<file path="config.mk">
export PLATFORM = sky130hd
export DESIGN_NAME = aes128_arbiter
export DESIGN_NICKNAME = d
export VERILOG_FILES = /design/src/rtl/aes128_arbiter.sv
export SDC_FILE = /design/constraint.sdc
export NUM_CORES = 1
export LEC_CHECK = 0
export ABC_CLOCK_PERIOD_IN_PS = 18860
export CAP_MARGIN = 25
export CORE_AREA = 2 2 409 411
export CTS_BUF_LIST = sky130_fd_sc_hd__clkbuf_4 sky130_fd_sc_hd__clkbuf_8
export DETAILED_ROUTE_END_ITERATION = 10
export DIE_AREA = 0 0 411 413
export HOLD_SLACK_MARGIN = 0.05
export PLACE_DENSITY = 0.43
export RECOVER_POWER = 100
export SLEW_MARGIN = 20
export SYNTH_ARGS = -nofsm -noshare
export SYNTH_HDL_FRONTEND = slang
export SYNTH_SLANG_ARGS = --single-unit
export TNS_END_PERCENT = 30
</file>
<file path="constraint.sdc">
create_clock -name clk_i -period 18.86 [get_ports clk_i]
set_clock_uncertainty 0.05 [all_clocks]
set_input_delay 3.772 -clock clk_i [delete_from_list [all_inputs] [get_ports clk_i]]
set_output_delay 3.772 -clock clk_i [all_outputs]
set_load 0.02 [all_outputs]
</file>
<file path="src/rtl/aes128_arbiter.sv">
// Round-robin arbiter and job sequencer sharing one aes128_fsm core between
// up to four requesters, with a watchdog that aborts jobs the core never finishes.
module aes128_arbiter #(
   parameter int NUM_REQ = 2,
   parameter int TIMEOUT = 64
) (
   input  logic                     clk_i,
   input  logic                     rst_i,
   input  logic [NUM_REQ-1:0]       req_valid_i,
   output logic [NUM_REQ-1:0]       req_ready_o,
   input  logic [2*NUM_REQ-1:0]     req_op_i,
   input  logic [128*NUM_REQ-1:0]   req_key_i,
   input  logic [128*NUM_REQ-1:0]   req_data_i,
   output logic [NUM_REQ-1:0]       rsp_valid_o,
   input  logic [NUM_REQ-1:0]       rsp_ready_i,
   output logic [127:0]             rsp_result_o,
   output logic                     rsp_err_o,
   output logic                     busy_o,
   output logic [1:0]               owner_o,
   output logic                     core_start_o,
   output logic [1:0]               core_op_o,
   output logic [127:0]             core_key_o,
   output logic [127:0]             core_data_o,
   input  logic [127:0]             core_result_i,
   input  logic                     core_valid_i,
   input  logic                     core_ready_i
);

   localparam int CW = $clog2(TIMEOUT);

   typedef enum logic [1:0] {IDLE, ISSUE, RUN, RESP} state_e;

   state_e          state_q, state_d;
   logic [1:0]      last_q, last_d;
   logic [1:0]      owner_q, owner_d;
   logic [1:0]      op_q, op_d;
   logic [127:0]    key_q, key_d;
   logic [127:0]    data_q, data_d;
   logic [127:0]    result_q, result_d;
   logic            err_q, err_d;
   logic [CW-1:0]   cnt_q, cnt_d;
   logic            vld_prev_q;

   // Requester buses padded to four slots so a 2-bit index never runs off the end.
   logic [3:0]             vld4, rdy4;
   logic [3:0][1:0]        op4;
   logic [3:0][127:0]      key4, data4;

   for (genvar g = 0; g < 4; g++) begin : g_pad
      if (g < NUM_REQ) begin : g_used
         assign vld4[g]  = req_valid_i[g];
         assign rdy4[g]  = rsp_ready_i[g];
         assign op4[g]   = req_op_i[2*g +: 2];
         assign key4[g]  = req_key_i[128*g +: 128];
         assign data4[g] = req_data_i[128*g +: 128];
      end else begin : g_unused
         assign vld4[g]  = 1'b0;
         assign rdy4[g]  = 1'b0;
         assign op4[g]   = '0;
         assign key4[g]  = '0;
         assign data4[g] = '0;
      end
   end

   logic       found;
   logic [1:0] win;
   logic [2:0] sum;

   // Circular search starting one past the last grant.
   always_comb begin
      found = 1'b0;
      win   = '0;
      sum   = '0;
      for (int k = 1; k <= NUM_REQ; k++) begin
         sum = 3'({1'b0, last_q}) + 3'(k);
         if (sum >= 3'(NUM_REQ)) sum = sum - 3'(NUM_REQ);
         if (!found && vld4[sum[1:0]]) begin
            found = 1'b1;
            win   = sum[1:0];
         end
      end
   end

   always_comb begin
      req_ready_o = '0;
      for (int i = 0; i < NUM_REQ; i++) begin
         req_ready_o[i] = !rst_i && (state_q == IDLE) && core_ready_i && found && (win == 2'(i));
      end
   end

   logic accept;
   logic core_edge;
   assign accept    = |(req_valid_i & req_ready_o);
   assign core_edge = core_valid_i & ~vld_prev_q;

   always_comb begin
      state_d  = state_q;
      last_d   = last_q;
      owner_d  = owner_q;
      op_d     = op_q;
      key_d    = key_q;
      data_d   = data_q;
      result_d = result_q;
      err_d    = err_q;
      cnt_d    = cnt_q;
      case (state_q)
         IDLE: begin
            if (accept) begin
               op_d    = op4[win];
               key_d   = key4[win];
               data_d  = data4[win];
               owner_d = win;
               last_d  = win;
               state_d = ISSUE;
            end
         end
         ISSUE: begin
            cnt_d   = '0;
            state_d = RUN;
         end
         RUN: begin
            // A real completion edge beats a simultaneous timeout.
            if (core_edge) begin
               result_d = core_result_i;
               err_d    = 1'b0;
               state_d  = RESP;
            end else if (cnt_q == CW'(TIMEOUT-1)) begin
               result_d = '0;
               err_d    = 1'b1;
               state_d  = RESP;
            end else begin
               cnt_d = cnt_q + 1'b1;
            end
         end
         RESP: begin
            if (rdy4[owner_q]) state_d = IDLE;
         end
         default: state_d = IDLE;
      endcase
   end

   always_ff @(posedge clk_i or posedge rst_i) begin
      if (rst_i) begin
         state_q    <= IDLE;
         last_q     <= 2'(NUM_REQ-1);
         owner_q    <= '0;
         op_q       <= '0;
         key_q      <= '0;
         data_q     <= '0;
         result_q   <= '0;
         err_q      <= 1'b0;
         cnt_q      <= '0;
         vld_prev_q <= 1'b0;
      end else begin
         state_q    <= state_d;
         last_q     <= last_d;
         owner_q    <= owner_d;
         op_q       <= op_d;
         key_q      <= key_d;
         data_q     <= data_d;
         result_q   <= result_d;
         err_q      <= err_d;
         cnt_q      <= cnt_d;
         vld_prev_q <= core_valid_i;
      end
   end

   always_comb begin
      rsp_valid_o = '0;
      for (int i = 0; i < NUM_REQ; i++) begin
         rsp_valid_o[i] = (state_q == RESP) && (owner_q == 2'(i));
      end
   end

   assign rsp_result_o = result_q;
   assign rsp_err_o    = err_q;
   assign busy_o       = (state_q != IDLE);
   assign owner_o      = owner_q;
   assign core_start_o = (state_q == ISSUE);
   assign core_op_o    = op_q;
   assign core_key_o   = key_q;
   assign core_data_o  = data_q;

endmodule

</file>
[After elaboration in Yosys (flattened, before gate mapping)]
Index checks and enable logic that the tools add are counted.
Cells by class
  add/subtract/negate cells: 5
  $mul: 0
  div/mod/pow operators: 0
  order comparisons: 6
  equality and inequality tests: 11
  shift operators: 0
  muxes and demuxes: 30
  bitwise operators: 3
  reductions and logical operators: 21
Operator list (count)
  binary-select mux 128 bit (select 2 bit): 2
  two-way mux 128 bit: 4
  two-way mux 2 bit: 9
  less-than comparator 2 x 3 -> 1 bit (second input constant): 4
  two-way mux 6 bit: 2
  case mux 6 bit (2 select lines): 1
  logical AND 1 bit: 8
  inequality test 2 bit (second input constant): 4
  case mux 2 bit (4 select lines): 1
  two-way mux 1 bit: 7
  adder 6 x 1 -> 6 bit (second input constant): 1
  binary-select mux 1 bit (select 2 bit): 3
  == test 2 x 1 -> 1 bit (second input constant): 3
  == test 6 bit (second input constant): 1
  >= comparator 3 x 2 -> 1 bit (second input constant): 2
  logical NOT 2 bit: 3
  AND reduction 3 bit: 2
  nonzero test 2 bit: 3
  binary-select mux 2 bit (select 2 bit): 1
  == test 2 bit (second input constant): 2
  AND reduction 2 bit: 2
  subtractor 2 bit (second input constant): 2
  adder 2 x 1 -> 3 bit (second input constant): 1
  adder 2 x 2 -> 3 bit (second input constant): 1
  other kinds (6): 7
Storage, ports and cells
  flip-flop bits (word level): 400
  bits in latches: 0
  memory bits (writable): 0
  ROM bits: 0
  bits of input ports: 652
  output and inout port bits: 395
  logic and storage cells: 86
  memories kept: 0

[Longest topological paths before layout]
Gate-level depths: netlist of run 1.
  depth after elaboration: 15
  gate-level depth with buffers: 8
  depth with buffers taken out: 6

[Worst setup path before layout of run 1]
Ideal clock, no wire load.
  kind: input to output
  start point: input port core_ready_i
  end point: output port req_ready_o[0]
  data arrival time: 4833 ps
  required time: 15038 ps
  slack: 10205 ps
  stages: 5
  buffers on the path: 2
  cell sequence: nor2b_1 > o2111ai_2 > buf_4 > buf_2 > nor2_1
Between the ends
  cells in the longest elaborated chain, start to end: 3
Ends and longest elaborated chain
  start: declaration: RTL line 26  | input logic core_ready_i
  logical AND 1 bit (3 in series): RTL line 87  | req_ready_o[i] = !rst_i && (state_q == IDLE) && core_ready_i && found && (win == 2'(i));
  end: declaration: RTL line 10  | output logic [NUM_REQ-1:0] req_ready_o,
Every way passes these cells.

[Worst setup path in the final report of run 1]
  start point: input port req_valid_i[0]
  end point: register key_q[44], in the netlist core_key_o[44]
Between the ends
  cells in the longest elaborated chain, start to end: 11
  elaborated cells between the ends (all ways): 20
  those cells by class: 1 x eq/ne; 10 x mux; 1 x bitwise; 8 x reduce/logical
Ends and longest elaborated chain
  start: declaration: RTL line 9  | input logic [NUM_REQ-1:0] req_valid_i,
  binary-select mux 1 bit (select 2 bit): RTL line 77  | if (!found && vld4[sum[1:0]]) begin
  two-way mux 1 bit (implied by the code): RTL line 77
  two-way mux 1 bit: RTL line 77
  logical NOT 1 bit: RTL line 77
  logical AND 1 bit: RTL line 77
  two-way mux 2 bit or two-way mux 1 bit (tied branches): RTL line 77
  == test 2 x 1 -> 1 bit (tied with other cells): RTL line 87
  logical AND 1 bit: RTL line 87
  bitwise AND 2 bit: RTL line 93  | assign accept = |(req_valid_i & req_ready_o);
  OR reduction 2 bit: RTL line 93
  AND reduction 2 bit (no line)
  end signal: assignment: RTL line 159  | key_q <= key_d;
  end: declaration: RTL line 37  | logic [127:0] key_q, key_d;
Parallel ways exist; a longest one is shown, timed or not. The select of a mux whose other input is x is not followed.
A chain may end at the register's enable or synchronous reset.

==> results of run 1 <==
==> power groups by stage <==
stage	registers (uW)	logic [uW]	clock network, uW
5_1_grt	1550	2280	1200
3_5_place_dp	1520	2330	0
6_report	1490	2120	1100
3_3_place_gp	1510	2330	0
4_1_cts	1510	2340	1160
2_1_floorplan	1930	537	0
==> logic make-up after synthesis <==
family | Yosys count | synth area share
simple gates | 285 | 0.06647
mux | 260 | 0.1533
flops | 399 | 0.5881
buf+inv | 123 | 0.03515
compound gates | 411 | 0.1525
fa+ha+maj | 6 | 0.004421
==> layer usage <==
layer | up-vias | routed length, um | part of all wire | GRT usage
met1 | 7735 | 46620 | 0.41 | 0.1552
met4 | 26 | 2431 | 0.021 | 0.03145
met3 | 216 | 9602 | 0.084 | 0.04887
li1 | 7397 | - | - | -
met5 | - | 161 | 0.0014 | 0
met2 | 720 | 55790 | 0.49 | 0.2187
==> state kept, by name, indices dropped and copies added (netlist names) <==
signal        cells
last_q            2
core_key_o      128
cnt_q             6
core_data_o     128
owner_o           1
core_op_o         2
rsp_err_o         1
vld_prev_q        1
state_q           2
rsp_result_o    128
==> critical path: stages <==
cell           delay [ns]
dlygate4sd3_1        0.54
o21ai_0              0.11
nand2_1              1.73
clkbuf_1             2.20
clkbuf_1             1.51
clkbuf_1             2.76
mux2i_1              0.40
o21ai_0              0.32
==> cells in the mapped netlist, drive strengths merged, types with 6 or more instances <==
library cell  instances
nand2               263
dfrtp               398
ha                    6
mux2i               259
inv                   7
o21ai               262
a21oi                 7
buf                  93
clkbuf               23
a22o                129
==> final cells by class <==
cell class | count | area [sq um] | share of cell area
diodes | 12 | 30.03 | 0.0009445
flip-flops and latches | 399 | 9986 | 0.3141
repair buffers | 1063 | 10600 | 0.3335
inverters | 7 | 27.53 | 0.0008658
clock inverters | 15 | 215.2 | 0.006769
well taps | 2204 | 2758 | 0.08674
multi-input cells | 962 | 6391 | 0.2010
clock buffers | 145 | 1783 | 0.05608
==> per-stage QoR <==
stage	utilization	setup slack, ns	power [uW]	std cells
2_1_floorplan	-	3.944	2468	1484
3_3_place_gp	0.1798	8.987	3839	4634
3_5_place_dp	0.1799	8.996	3850	4635
4_1_cts	0.1920	8.986	5015	4795
5_1_grt	0.1915	5.234	5025	4801
6_report	0.1916	5.962	4713	4807
==> final timing paths <==
check                      cells past startpoint                      endpoint  slack, ns
setup / recovery                               8    core_key_o[44]$_DFFE_PP0P_       5.96
hold / removal                                 2  core_data_o[109]$_DFFE_PP0P_       0.42
setup reg to reg                               7    core_key_o[44]$_DFFE_PP0P_       8.88
hold reg to reg                                2  core_data_o[109]$_DFFE_PP0P_       0.42
max in group asynchronous                      5     core_key_o[5]$_DFFE_PP0P_       8.10
min in group asynchronous                      2   rsp_result_o[9]$_DFFE_PP0P_       4.88
==> impl_metrics.toml, run 1 <==
[route]
route.detailed.drc = 0
dr_total_vias = 16094
firstDrtPassIters = 4
drt_iter0_drc = 763
wl_per_cell_um = 23.84
viasPerCell = 3.348
ant_nets = 0
routed_wl_mm = 114.6

[logic_synthesis]
synth_top_area_cell = "dfrtp_1"
ys_warn_count = 0
synthCells = 1484
synth_cell_type_count = 40
synth_edf_count = 0
async_reset_ff_frac = 1.000
avgSynthCellArea_sq_um = 11.44
synthTopCellsByArea = "dfrtp_1, mux2i_1, a22o_1, o21ai_1, nand2_1"
yosysSeqAreaShare = 0.5881
synth_ff_type = "dfrtp_1"
ys_seq_elements = 399
synth_area_sq_um = 16980
synth_nets = 2142
yosys.area.top_type_share = 0.5865

[cells_and_area]
syn_to_final_growth_pct = 87.23
mostFrequentLayoutCell = "clkdlybuf4s50_1"
fillers = 18392
layout_common_cells = "clkdlybuf4s50_1, dlygate4sd3_1, dfrtp_1"
stdcell_area_sq_um = 31790
layout.nets = 3178
drive_gt1_frac = 0.06561

[placed_design]
gp_congestion = 0.8660
placedInstanceArea_sq_um = 29850
hpwl_mm = 93.04
port_buffers = 1046

[global_routing]
antenna_found_initial = 66
gr-total-overflow = 0
grt_start_max_net_pins = 246
grt_pass1_wl_mm = 149.9
grt_pass1_vias = 16263
grt_use_total = 0.1299

[power_and_ir_drop]
p_per_area_nw_per_um2 = 148.2
p_seq_frac = 0.317
p_sw_frac = 0.4078
power_switching_uw = 1922
combinationalPowerShare = 0.449
ir_worst_vdd_uv = 62.80
intPower_uw = 2791
leakagePower_uw = 0.01429
p_clk_frac = 0.234

[die]
io_pins = 1047
dieArea_sq_um = 169700
start_util = 0.1023
die_x_um = 411
core_area_sq_um = 165900
num_rows = 150
die_height_um = 413

[clock_tree]
cts-root-buf = "clkbuf_8"
postCtsHoldBufs = 0
clk_latency_ns = 0.77
postCtsSetupBuffers = 0
cts_buffers = 87
cts.sinks = 399
cts_tree = "done"
cts_buffer_depth = 3
cts.clk_slew.worst_paths_ns = 0.06
h-tree-depth = 3
post_cts_resize_count = 0

[critical_path]
crit_type = "in -> reg"
crit_start = "req_valid_i[0]"
crit-reg2reg-launch = "last_q[1]$_DFFE_PP0P_"
cp.required_ns = 19.41
end_kind = "flop"
startpoint_type = "input pin"
critPathMaxFanout = 48
critPathArrivalTime_ns = 13.44

[sta]
maxSlewHeadroom = -2.283
clock.fmax_mhz = 77.53
hold_violations = 0
timing.setup.tns_ns = 0
rsz0062_at_grt = "no"
fin_crit_ns = 12.90
finalCritPeriodShare = 0.6839
tightest_slew_ns = 4.925
maxSlewViolCount = 860
finalSetupViolCount = 0
whs_ns = 0.4193

[outcome]
violations = "capacitance limit, slew limit"
status = "finished, violations left"

[hold_path]
hold_start = "core_data_o[109]$_DFFE_PP0P_"
hold_path_class = "reg -> reg"

[flow_run]
maxCapViolCount = 15
Power figures use the tool's default switching activity.
==> inputs of run 2 (changes only) <==
- ABC_CLOCK_PERIOD_IN_PS: 18860 -> 13080
- clock period: 18.86 -> 13.08 ns (I/O delays scaled with it)
==> impl_metrics.toml, run 2 (same netlist as run 1, synthesis figures left out) <==
[clock_tree]
h-tree-depth = 3
cts.clk_slew.worst_paths_ns = 0.05
cts_buffers = 85
postCtsSetupBuffers = 0
cts.sinks = 399
clk_latency_ns = 0.78
cts_buffer_depth = 3
cts-root-buf = "clkbuf_8"
postCtsHoldBufs = 0
cts_tree = "done"
post_cts_resize_count = 0

[placed_design]
port_buffers = 1046
hpwl_mm = 92.26
placedInstanceArea_sq_um = 29840
gp_congestion = 0.8103

[critical_path]
end_kind = "flop"
cp.required_ns = 13.72
startpoint_type = "input pin"
critPathMaxFanout = 82
critPathArrivalTime_ns = 10.21
crit_type = "in -> reg"

[die]
die_x_um = 411
io_pins = 1047
core_area_sq_um = 165900
dieArea_sq_um = 169700
start_util = 0.1023
die_height_um = 413
num_rows = 150

[cells_and_area]
syn_to_final_growth_pct = 86.69
layout_common_cells = "clkdlybuf4s50_1, dfrtp_1, dlygate4sd3_1"
layout.nets = 3180
stdcell_area_sq_um = 31700
mostFrequentLayoutCell = "clkdlybuf4s50_1"
drive_gt1_frac = 0.06455

[sta]
timing.setup.tns_ns = 0
tightest_slew_ns = 4.227
whs_ns = 0.4208
rsz0062_at_grt = "no"
clock.fmax_mhz = 104.5
hold_violations = 0
finalSetupViolCount = 0
finalCritPeriodShare = 0.7316
maxSlewHeadroom = -1.818
fin_crit_ns = 9.569
maxSlewViolCount = 808

[global_routing]
grt_pass1_vias = 15860
grt.busiest_layer = "met2"
grt_pass1_wl_mm = 145.5
met2_usage = 0.2190
grt_start_max_net_pins = 115
gr-total-overflow = 0
met3_usage = 0.05336
antenna_found_initial = 80
met1_usage = 0.1437
grt_use_total = 0.1267

[power_and_ir_drop]
leakagePower_uw = 0.01425
ir_worst_vdd_uv = 87.16
p_per_area_nw_per_um2 = 210.6

[route]
firstDrtPassIters = 5
drt_iter0_drc = 773
wl_per_cell_um = 23.47
ant_nets = 0
route.detailed.drc = 0
routed_wl_mm = 112.6
dr_total_vias = 15998
viasPerCell = 3.336

[flow_run]
maxCapViolCount = 12

[hold_path]
hold_path_class = "reg -> reg"

[outcome]
status = "finished, violations left"
violations = "capacitance limit, slew limit"
[run 2: final timing paths]
kind                            cells after the start                   startpoint                            to  slack [ns]
worst max-delay path                                6                 core_valid_i  rsp_result_o[79]$_DFFE_PP0P_        3.51
worst min-delay path                                2  core_data_o[45]$_DFFE_PP0P_   core_data_o[45]$_DFFE_PP0P_        0.42
worst max register to register                      7       state_q[0]$_DFFE_PP0P_  rsp_result_o[79]$_DFFE_PP0P_        5.12
worst min register to register                      2  core_data_o[45]$_DFFE_PP0P_   core_data_o[45]$_DFFE_PP0P_        0.42
max in group asynchronous                           5                        rst_i    core_key_o[47]$_DFFE_PP0P_        4.43
min in group asynchronous                           2                        rst_i  rsp_result_o[92]$_DFFE_PP0P_        2.42
[run 2: critical path, stage by stage]
cell and delay (ns):
dlygate4sd3_1 0.60, and3b_1 0.92, a21oi_1 0.69, clkbuf_1 1.78, clkbuf_1 3.07, a22o_1 0.41
[run 2: metrics by stage]
stage	total power, uW	util	std cells	setup WS, ns
after global routing	7123	0.1910	4792	2.916
after global placement	5486	0.1798	4638	5.394
after floorplan	3560	-	1484	5.043
final	6676	0.1911	4796	3.511
after CTS	7130	0.1912	4790	5.379
after detailed placement	5500	0.1798	4638	5.380
[run 2: power by group]
part / switching (uW) / internal, uW / leakage (uW)
registers: 327 / 1800 / 0.00499
clock network: 672 / 869 / 0.000999
logic: 1720 / 1290 / 0.00826
total: 2720 / 3960 / 0.0142
[run 2: per-layer routing]
| layer | up-vias | part of all wire |
|---|---|---|
| met2 | 693 | 0.50 |
| met4 | 32 | 0.022 |
| met5 | - | 0.0019 |
| li1 | 7380 | - |
| met1 | 7656 | 0.39 |
| met3 | 237 | 0.094 |
[run 2: final cells by class]
type,instances,area [sq um]
fill,18395,134200
timing repair buffer,1067,10620
sequential,399,9986
multi-input combinational,962,6416
tap,2204,2758
clock buffer,133,1649
clock inverter,19,236.5
inverter,7,27.53
antenna,5,12.51
==> inputs of run 3 (changes only) <==
- ABC_CLOCK_PERIOD_IN_PS: 13080 -> 7800
- CORE_AREA: 2 2 409 411 -> 2 2 413 415
- DIE_AREA: 0 0 411 413 -> 0 0 415 417
- clock period: 13.08 -> 7.8 ns (I/O delays scaled with it)
==> impl_metrics.toml, run 3 (same netlist as run 1, synthesis figures left out) <==
[outcome]
status = "finished, violations left"
violations = "capacitance limit, slew limit"

[route]
dr_total_vias = 15544
route.detailed.drc = 0
met2_length_mm = 49.31
ant_nets = 0
viasPerCell = 3.230
wl_met1_mm = 38.96
firstDrtPassIters = 5
routed_wl_mm = 99.12
top_layer_used = "met5"
wl_per_cell_um = 20.60
dr_wl_met3_mm = 7.430
drt_iter0_drc = 689

[power_and_ir_drop]
p_per_area_nw_per_um2 = 349.2
p_clk_frac = 0.232
p_sw_frac = 0.4021
leakagePower_uw = 0.01425
p_seq_frac = 0.323
ir_worst_vdd_uv = 134.9
combinationalPowerShare = 0.445
power_switching_uw = 4459
intPower_uw = 6631

[critical_path]
crit_type = "in -> async"
startpoint_type = "input pin"
critPathArrivalTime_ns = 5.55
critPathMaxFanout = 121
end_kind = "async pin"
cp.required_ns = 7.88

[global_routing]
grt_use_total = 0.1107
grt_start_max_net_pins = 164
gr-total-overflow = 0
grt_pass1_wl_mm = 132.7
antenna_found_initial = 53
grt_pass1_vias = 15938

[die]
die_height_um = 417
io_pins = 1047
num_rows = 151
core_area_sq_um = 168500
start_util = 0.1008
die_x_um = 415
dieArea_sq_um = 173100

[clock_tree]
post_cts_resize_count = 0
cts_tree = "done"
h-tree-depth = 3
clk_latency_ns = 0.82
cts.sinks = 399
postCtsSetupBuffers = 0
cts_buffer_depth = 3
postCtsHoldBufs = 0
cts.clk_slew.worst_paths_ns = 0.06
cts_buffers = 83
cts-root-buf = "clkbuf_8"

[sta]
maxSlewHeadroom = -1.231
timing.setup.tns_ns = 0
rsz0062_at_grt = "no"
clock.fmax_mhz = 182.8
maxSlewViolCount = 442
finalWorstSetupSlack_ns = 2.328
tightest_slew_ns = 3.347
finalCritPeriodShare = 0.7015
fin_crit_ns = 5.472
finalSetupViolCount = 0
hold_violations = 0

[placed_design]
gp_congestion = 0.8602
hpwl_mm = 79.36
dp.cells = 4650
dp_slack_ns = 2.844
placedInstanceArea_sq_um = 29930
port_buffers = 1046

[cells_and_area]
syn_to_final_growth_pct = 87.05
fin_cells = 4812
layout_common_cells = "clkdlybuf4s50_1, dfrtp_1, dlygate4sd3_1"
final_core_util = 0.1885
fillers = 18704
layout.nets = 3175
drive_gt1_frac = 0.06473
mostFrequentLayoutCell = "clkdlybuf4s50_1"
stdcell_area_sq_um = 31760

[flow_run]
maxCapViolCount = 6

[hold_path]
hold_path_class = "reg -> reg"
## run 3: changes by cell type in the layout (fill, tap and decap cells not counted), moves of 3 or more
| cell | change |
|---|---|
| clkinv_2 | -4 |
| diode_2 | +9 |
| o21ai_1 | +3 |
| clkbuf_1 | -8 |
| buf_12 | +5 |
| o21ai_0 | -3 |
## run 3: path summary, 6_finish.rpt
kind,startpoint,to,slack (ns),depth (start not counted)
setup / recovery,rst_i,core_key_o[27]$_DFFE_PP0P_,2.33,3
hold / removal,core_key_o[91]$_DFFE_PP0P_,core_key_o[91]$_DFFE_PP0P_,0.42,2
setup reg to reg,state_q[0]$_DFFE_PP0P_,rsp_result_o[23]$_DFFE_PP0P_,2.91,7
hold reg to reg,core_key_o[91]$_DFFE_PP0P_,core_key_o[91]$_DFFE_PP0P_,0.42,2
max in group clk_i,core_valid_i,rsp_result_o[23]$_DFFE_PP0P_,2.40,6
min in group asynchronous,rst_i,core_data_o[33]$_DFFE_PP0P_,1.48,2
## run 3: power groups by stage
stage          Sequential (uW)  Clock, uW  Combinational [uW]
3_5_place_dp              3650          0                5430
5_1_grt                   3720       2790                5260
3_3_place_gp              3640          0                5430
4_1_cts                   3640       2700                5440
2_1_floorplan             4670          0                1300
6_report                  3590       2570                4930
## run 3: metal layers
layer,global-route usage,vias up
li1,-,7371
met1,0.1265,7370
met2,0.1874,565
met3,0.03886,198
met4,0.04417,40
met5,0.004724,-
## run 3: worst max-delay path: stages
cell	delay, ns
dlygate4sd3_1	0.59
clkinvlp_2	0.79
clkbuf_2	2.36
## run 3: area by class of cell
type | count | area [sq um] | area share
timing repair buffer | 1064 | 10660 | 0.3356
sequential | 399 | 9986 | 0.3144
multi-input combinational | 962 | 6409 | 0.2018
tap | 2218 | 2775 | 0.08738
clock buffer | 130 | 1620 | 0.05102
clock inverter | 18 | 247.7 | 0.007800
antenna | 14 | 35.03 | 0.001103
inverter | 7 | 27.53 | 0.0008667
## run 3: stage by stage
| step | power [uW] | hold WS (ns) |
|---|---|---|
| detailed placement | 9082 | 0.4193 |
| finish | 11090 | 0.4194 |
| global route | 11760 | 0.4414 |
| floorplan | 5969 | 0.4279 |
| CTS | 11780 | 0.4330 |
| global placement | 9071 | 0.4129 |
==> RTL change 1 (settings of run 2) <==
Register the input `req_key_i` before use, with the module's reset. The logic sees it one clock later. The other inputs are not delayed to match.
--- a/src/rtl/aes128_arbiter.sv
+++ b/src/rtl/aes128_arbiter.sv
@@ -30,6 +30,16 @@
 
    typedef enum logic [1:0] {IDLE, ISSUE, RUN, RESP} state_e;
 
+   logic [128*NUM_REQ-1:0] req_key_q;
+
+   always_ff @(posedge clk_i or posedge rst_i) begin
+      if (rst_i) begin
+         req_key_q <= '0;
+      end else begin
+         req_key_q <= req_key_i;
+      end
+   end
+
    state_e          state_q, state_d;
    logic [1:0]      last_q, last_d;
    logic [1:0]      owner_q, owner_d;
@@ -51,7 +61,7 @@
          assign vld4[g]  = req_valid_i[g];
          assign rdy4[g]  = rsp_ready_i[g];
          assign op4[g]   = req_op_i[2*g +: 2];
-         assign key4[g]  = req_key_i[128*g +: 128];
+         assign key4[g]  = req_key_q[128*g +: 128];
          assign data4[g] = req_data_i[128*g +: 128];
       end else begin : g_unused
          assign vld4[g]  = 1'b0;
Formal check against the unedited RTL: not equivalent (Yosys sat finds a counterexample within 4 cycles, from zero or initial values and one cycle with rst_i high).
==> RTL change 1 against run 2 <==
The flow still finishes with violations (max-capacitance violations, max-slew violations); wire length fell by 8.8%; worst setup slack better by 0.047 ns; synthesized area is 39% higher; hold slack better by 0.0010 ns; design area rose by 23%; sequential cell count rose by 256; non-clock buffer count shrank 2; power up 21%; sequential share of layout area increased by 11 points; combinational power is 1% lower; final cell count is 6.8% higher; clock power grew 38%; critical path depth grew 1.
==> RTL change 1: results (changes against run 2) <==
finish:
  nClkBuffers: 194  # +46%
  fin_util: 0.2343  # +0.04327
  drive_above_1_share: 0.07761  # +0.01306
  non_clock_buffer_count: 1065  # -0.19%
  multi_input_area_share: 0.1648  # -0.03756
  clock_area_frac: 0.06665  # +0.007169
  num-multi-input-gates: 961  # -0.10%
  seq_share: 0.4216  # +0.1066
  nFillCells: 17740  # -3.5%
  inverters: 10  # +3
drt:
  wl_met2_um: 50180  # -10%
  viasPerCell: 3.484  # +4.4%
  vias: 17850  # +12%
  drt-initial-drc-count: 1003  # +30%
  wl_met3_um: 10680  # +1.0%
  wl_met1_um: 38890  # -10%
  wl_per_cell_um: 20.04  # -15%
placed_design:
  dp_hpwl_um: 77990  # -15%
  dp_slack_ns: 5.370  # -0.01036 ns
  place_area_um2: 36300  # +22%
  gp_congestion: 0.8206  # +1.3%
grt:
  grt_max_degree: 238  # +110%
  grt.total_usage: 0.1177  # -0.008986
  use_met3: 0.05542  # +0.002055
  use_met1: 0.1313  # -0.01246
  grt_antenna_before_repair: 91  # +14%
  grtUsageMet2: 0.1971  # -0.02191
cts:
  cts_hold_buf: 0  # unchanged
  insertion_delay_ns: 0.84  # +0.06 ns
  numCtsBuffers: 120  # +41%
synthesis:
  synth_nets: 2399  # +12%
  yosysUniqueCellTypes: 44  # +10%
  syn_inst: 1741  # +17%
  ys_top_cells_by_count: "dfrtp_1, nand2_1, mux2i_1"
  synthTopCellsByArea: "dfrtp_1, mux2i_1, a22o_1"
  ys_seq_area_frac: 0.6961  # +0.1080
  synth-seq-cells: 655  # +64%
worst_setup_path:
  path_class: "in -> reg"
  cp-startpoint: "req_valid_i[1]"
  r2r_cells: 6  # -1
  timing.rr.end: "core_key_o[109]$_DFFE_PP0P_"
  reg2reg_from: "last_q[1]$_DFFE_PP0P_"
pwr:
  ir_worst_vdd_mv: 0.1055  # +21%
  pg_seq_mw: 2.97  # +39%
  swShare: 0.3621  # -0.04541
  power.density_nw_per_um2: 207.3  # -1.6%
  power.leakage_nw: 17.69  # +24%
  p_comb_mw: 2.97  # -1%
timing:
  whs_ns: 0.4218  # +0.001025 ns
  relSlewSlack: -1.886  # -0.06833
  drv_slew: 732  # -9.4%
hold_path:
  min-delay-start: "core_data_o[56]$_DFFE_PP0P_"
run:
  cap_violations: 10  # -2
status:
  violations: "max-capacitance violations, max-slew violations"
  status: "complete, but fails checks"
[RTL change 1: changes by cell type in the layout (fill, tap and decap cells not counted), moves of 15 or more]
cell	before	now
clkbuf_4	29	44
clkbuf_8	104	150
clkdlybuf4s50_1	648	391
dfrtp_1	398	654
diode_2	5	21
dlygate4sd3_1	398	655
o21ai_0	255	216
o21ai_1	7	45
[RTL change 1: worst register-to-register path, stage by stage (launching register included)]
cell and delay, ns:
dfrtp_1 0.56, a21boi_0 0.19, o211ai_1 0.33, buf_12 0.68
clkbuf_1 2.44, clkbuf_1 2.76, o21ai_0 0.40
[RTL change 1: logic make-up (layout without fill, tap and decap cells)]
kind of cell	count (synthesis)	in the layout	share of synthesized area
buffers and inverters	125	1283	0.03199
muxes	262	262	0.1114
DFF	655	655	0.6961
AOI/OAI and AO/OA	409	409	0.1098
other	0	21	0
and+or+nand+nor	284	284	0.04750
adders and majority gates	6	6	0.003188
==> RTL change 2 (settings of run 2) <==
Without the edit above. Set the parameter `TIMEOUT` to 128 (it was 64).
--- a/src/rtl/aes128_arbiter.sv
+++ b/src/rtl/aes128_arbiter.sv
@@ -2,7 +2,7 @@
 // up to four requesters, with a watchdog that aborts jobs the core never finishes.
 module aes128_arbiter #(
    parameter int NUM_REQ = 2,
-   parameter int TIMEOUT = 64
+   parameter int TIMEOUT = 128
 ) (
    input  logic                     clk_i,
    input  logic                     rst_i,
Formal check against the unedited RTL: same outputs for any inputs over 4 cycles, from zero or initial values and one cycle with rst_i high; that may be too few to reach the edited logic, so the function may still have changed.
==> RTL change 2 against run 2 <==
The run still ends with max-capacitance violations, max-slew violations left; worst setup slack improved by 0.30 ns; synthesized cell count rose by 0.13%; sequential cell count rose by 1; power rose by 1.2%; synthesized area rose by 1.4%; design area rose by 0.23%; sequential share of layout area barely moved; count of clock-buffer cells in the layout rose by 5; wire length fell by 12%; critical endpoint is now core_key_o[42]$_DFFE_PP0P_.
==> RTL change 2: results (changes against run 2) <==
hold_path:
  min-delay-start: "core_key_o[123]$_DFFE_PP0P_"
  hold_path_class: "reg -> reg"
grt:
  grt_pass1_vias: 15870  # +0.069%
  top_usage_layer: "met2"
  grt_max_degree: 128  # +11%
  grt.total_usage: 0.1110  # -0.01569
  grt_first_pass_wirelength_um: 130900  # -10%
  use_met1: 0.1273  # -0.01642
  grtUsageMet2: 0.1882  # -0.03085
  grt_antenna_before_repair: 60  # -25%
  use_met3: 0.03863  # -0.01473
cts:
  root_buffer: "clkbuf_8"
  cts_resized: 0  # unchanged
  clockBufferDepth: 3  # unchanged
  numCtsBuffers: 83  # -2.4%
  cts_setup_buffers: 0  # unchanged
  htreeDepth: 3  # unchanged
  insertion_delay_ns: 0.75  # -0.03 ns
  clk_pin_slew_ns: 0.06
worst_setup_path:
  cp_max_fo: 100  # +22%
  cp-startpoint: "req_valid_i[1]"
  cp_data_arrival_time_ns: 9.80  # -0.41 ns
  reg2reg_from: "last_q[0]$_DFFE_PP1P_"
finish:
  fin_cells: 4803  # +0.15%
  drive_above_1_share: 0.06535  # +0.0007984
  nets: 3180  # unchanged
  nFillCells: 18310  # -0.46%
synthesis:
  async_reset_ff_frac: 1.000  # unchanged
  synthTopCellsByArea: "dfrtp_1, mux2i_1, a22o_1"
  yosysWarnings: 0  # unchanged
  ys_top_cells_by_count: "dfrtp_1, nand2_1, mux2i_1"
  avgSynthCellArea_um2: 11.59  # +1.3%
  ys_seq_area_frac: 0.5813  # -0.006751
  synth_nets: 2144  # +0.093%
  synth_most_common_cell: "dfrtp_1"
  yosysUniqueCellTypes: 38  # -5.0%
drt:
  drt-initial-drc-count: 692  # -10%
  routed_wl_um: 99230  # -12%
  first_pass_iters: 4  # -1
  antenna_left: 0  # unchanged
  viasPerCell: 3.272  # -1.9%
status:
  status: "complete, but fails checks"
  violations: "max-capacitance violations, max-slew violations"
run:
  cap_violations: 8  # -4
pwr:
  ir_worst_vdd_mv: 0.08843  # +1.5%
  power.leakage_nw: 14.10  # -1.1%
timing:
  drv_slew: 397  # -51%
  relSlewSlack: -1.842  # -0.02399
placed_design:
  dp_hpwl_um: 78240  # -15%
  gp_congestion: 0.8040  # -0.78%
  port_buffers: 1046  # unchanged
  place_inst: 4638  # unchanged
## RTL change 2: changes by cell type after synthesis, sizes merged, moves of 2 or more
cell / before / now
nor2: 3 / 5
o211ai: 1 / 4
inv: 7 / 5
nand3: 2 / 5
and4: 2 / 0
clkbuf: 23 / 27
o21a: 0 / 2
a21oi: 7 / 3
buf: 93 / 89
a41oi: 0 / 2
nand2b: 0 / 3
## RTL change 2: path summary, 6_finish.rpt
path,end,slack (ns),cells after the start
min in group asynchronous,rsp_result_o[104]$_DFFE_PP0P_,2.47,2
worst min-delay path,core_key_o[123]$_DFFE_PP0P_,0.42,2
worst max-delay path,core_key_o[42]$_DFFE_PP0P_,3.81,7
worst max register to register,core_key_o[42]$_DFFE_PP0P_,5.87,6
max in group asynchronous,core_data_o[28]$_DFFE_PP0P_,5.51,6
worst min register to register,core_key_o[123]$_DFFE_PP0P_,0.42,2
## RTL change 2: logic make-up after synthesis
| logic type | share of synthesized area |
|---|---|
| AOI/OAI and AO/OA | 0.1511 |
| adders and majority gates | 0.004359 |
| buffers and inverters | 0.04548 |
| DFF | 0.5813 |
| muxes | 0.1519 |
| and+or+nand+nor | 0.06590 |
## RTL change 2: cell type report
class                   instances  share of cell area
clock buffers                 138             0.05328
clock inverters                11            0.004883
diodes                         13            0.001024
flip-flops and latches        400              0.3151
well taps                    2204             0.08679
inverters                       5           0.0006301
repair buffers               1067              0.3361
multi-input cells             965              0.2022
## RTL change 2: per-stage QoR
| stage | power [mW] | worst slack, ns | hold slack (ns) | cell area [µm²] |
|---|---|---|---|---|
| after floorplan | 3.689 | 5.029 | 0.4248 | 17220 |
| after global placement | 5.578 | 5.329 | 0.4140 | 29890 |
| after detailed placement | 5.584 | 5.326 | 0.4199 | 29900 |
| after CTS | 7.191 | 5.323 | 0.4321 | 31750 |
| after global routing | 7.199 | 2.777 | 0.4404 | 31770 |
| final | 6.758 | 3.811 | 0.4208 | 31770 |
## RTL change 2: report_power, final
part / switching, mW / internal [mW] / leakage [nW] / total [mW]
combinational: 1.72 / 1.34 / 8.11 / 3.06
clock: 0.654 / 0.861 / 0.977 / 1.51
sequential: 0.349 / 1.83 / 5.01 / 2.18
## RTL change 2: routing by layer
metal,share of wire,vias up
met2,0.50,688
met5,0.00047,-
met1,0.39,7460
met4,0.030,6
met3,0.080,177
li1,-,7383
## RTL change 2: worst max-delay path, cell delays in order
cell,delay [ns]
dlygate4sd3_1,0.64
a21boi_0,0.18
o211ai_1,1.34
clkbuf_1,2.97
buf_4,0.82
buf_4,0.75
o21ai_0,0.22
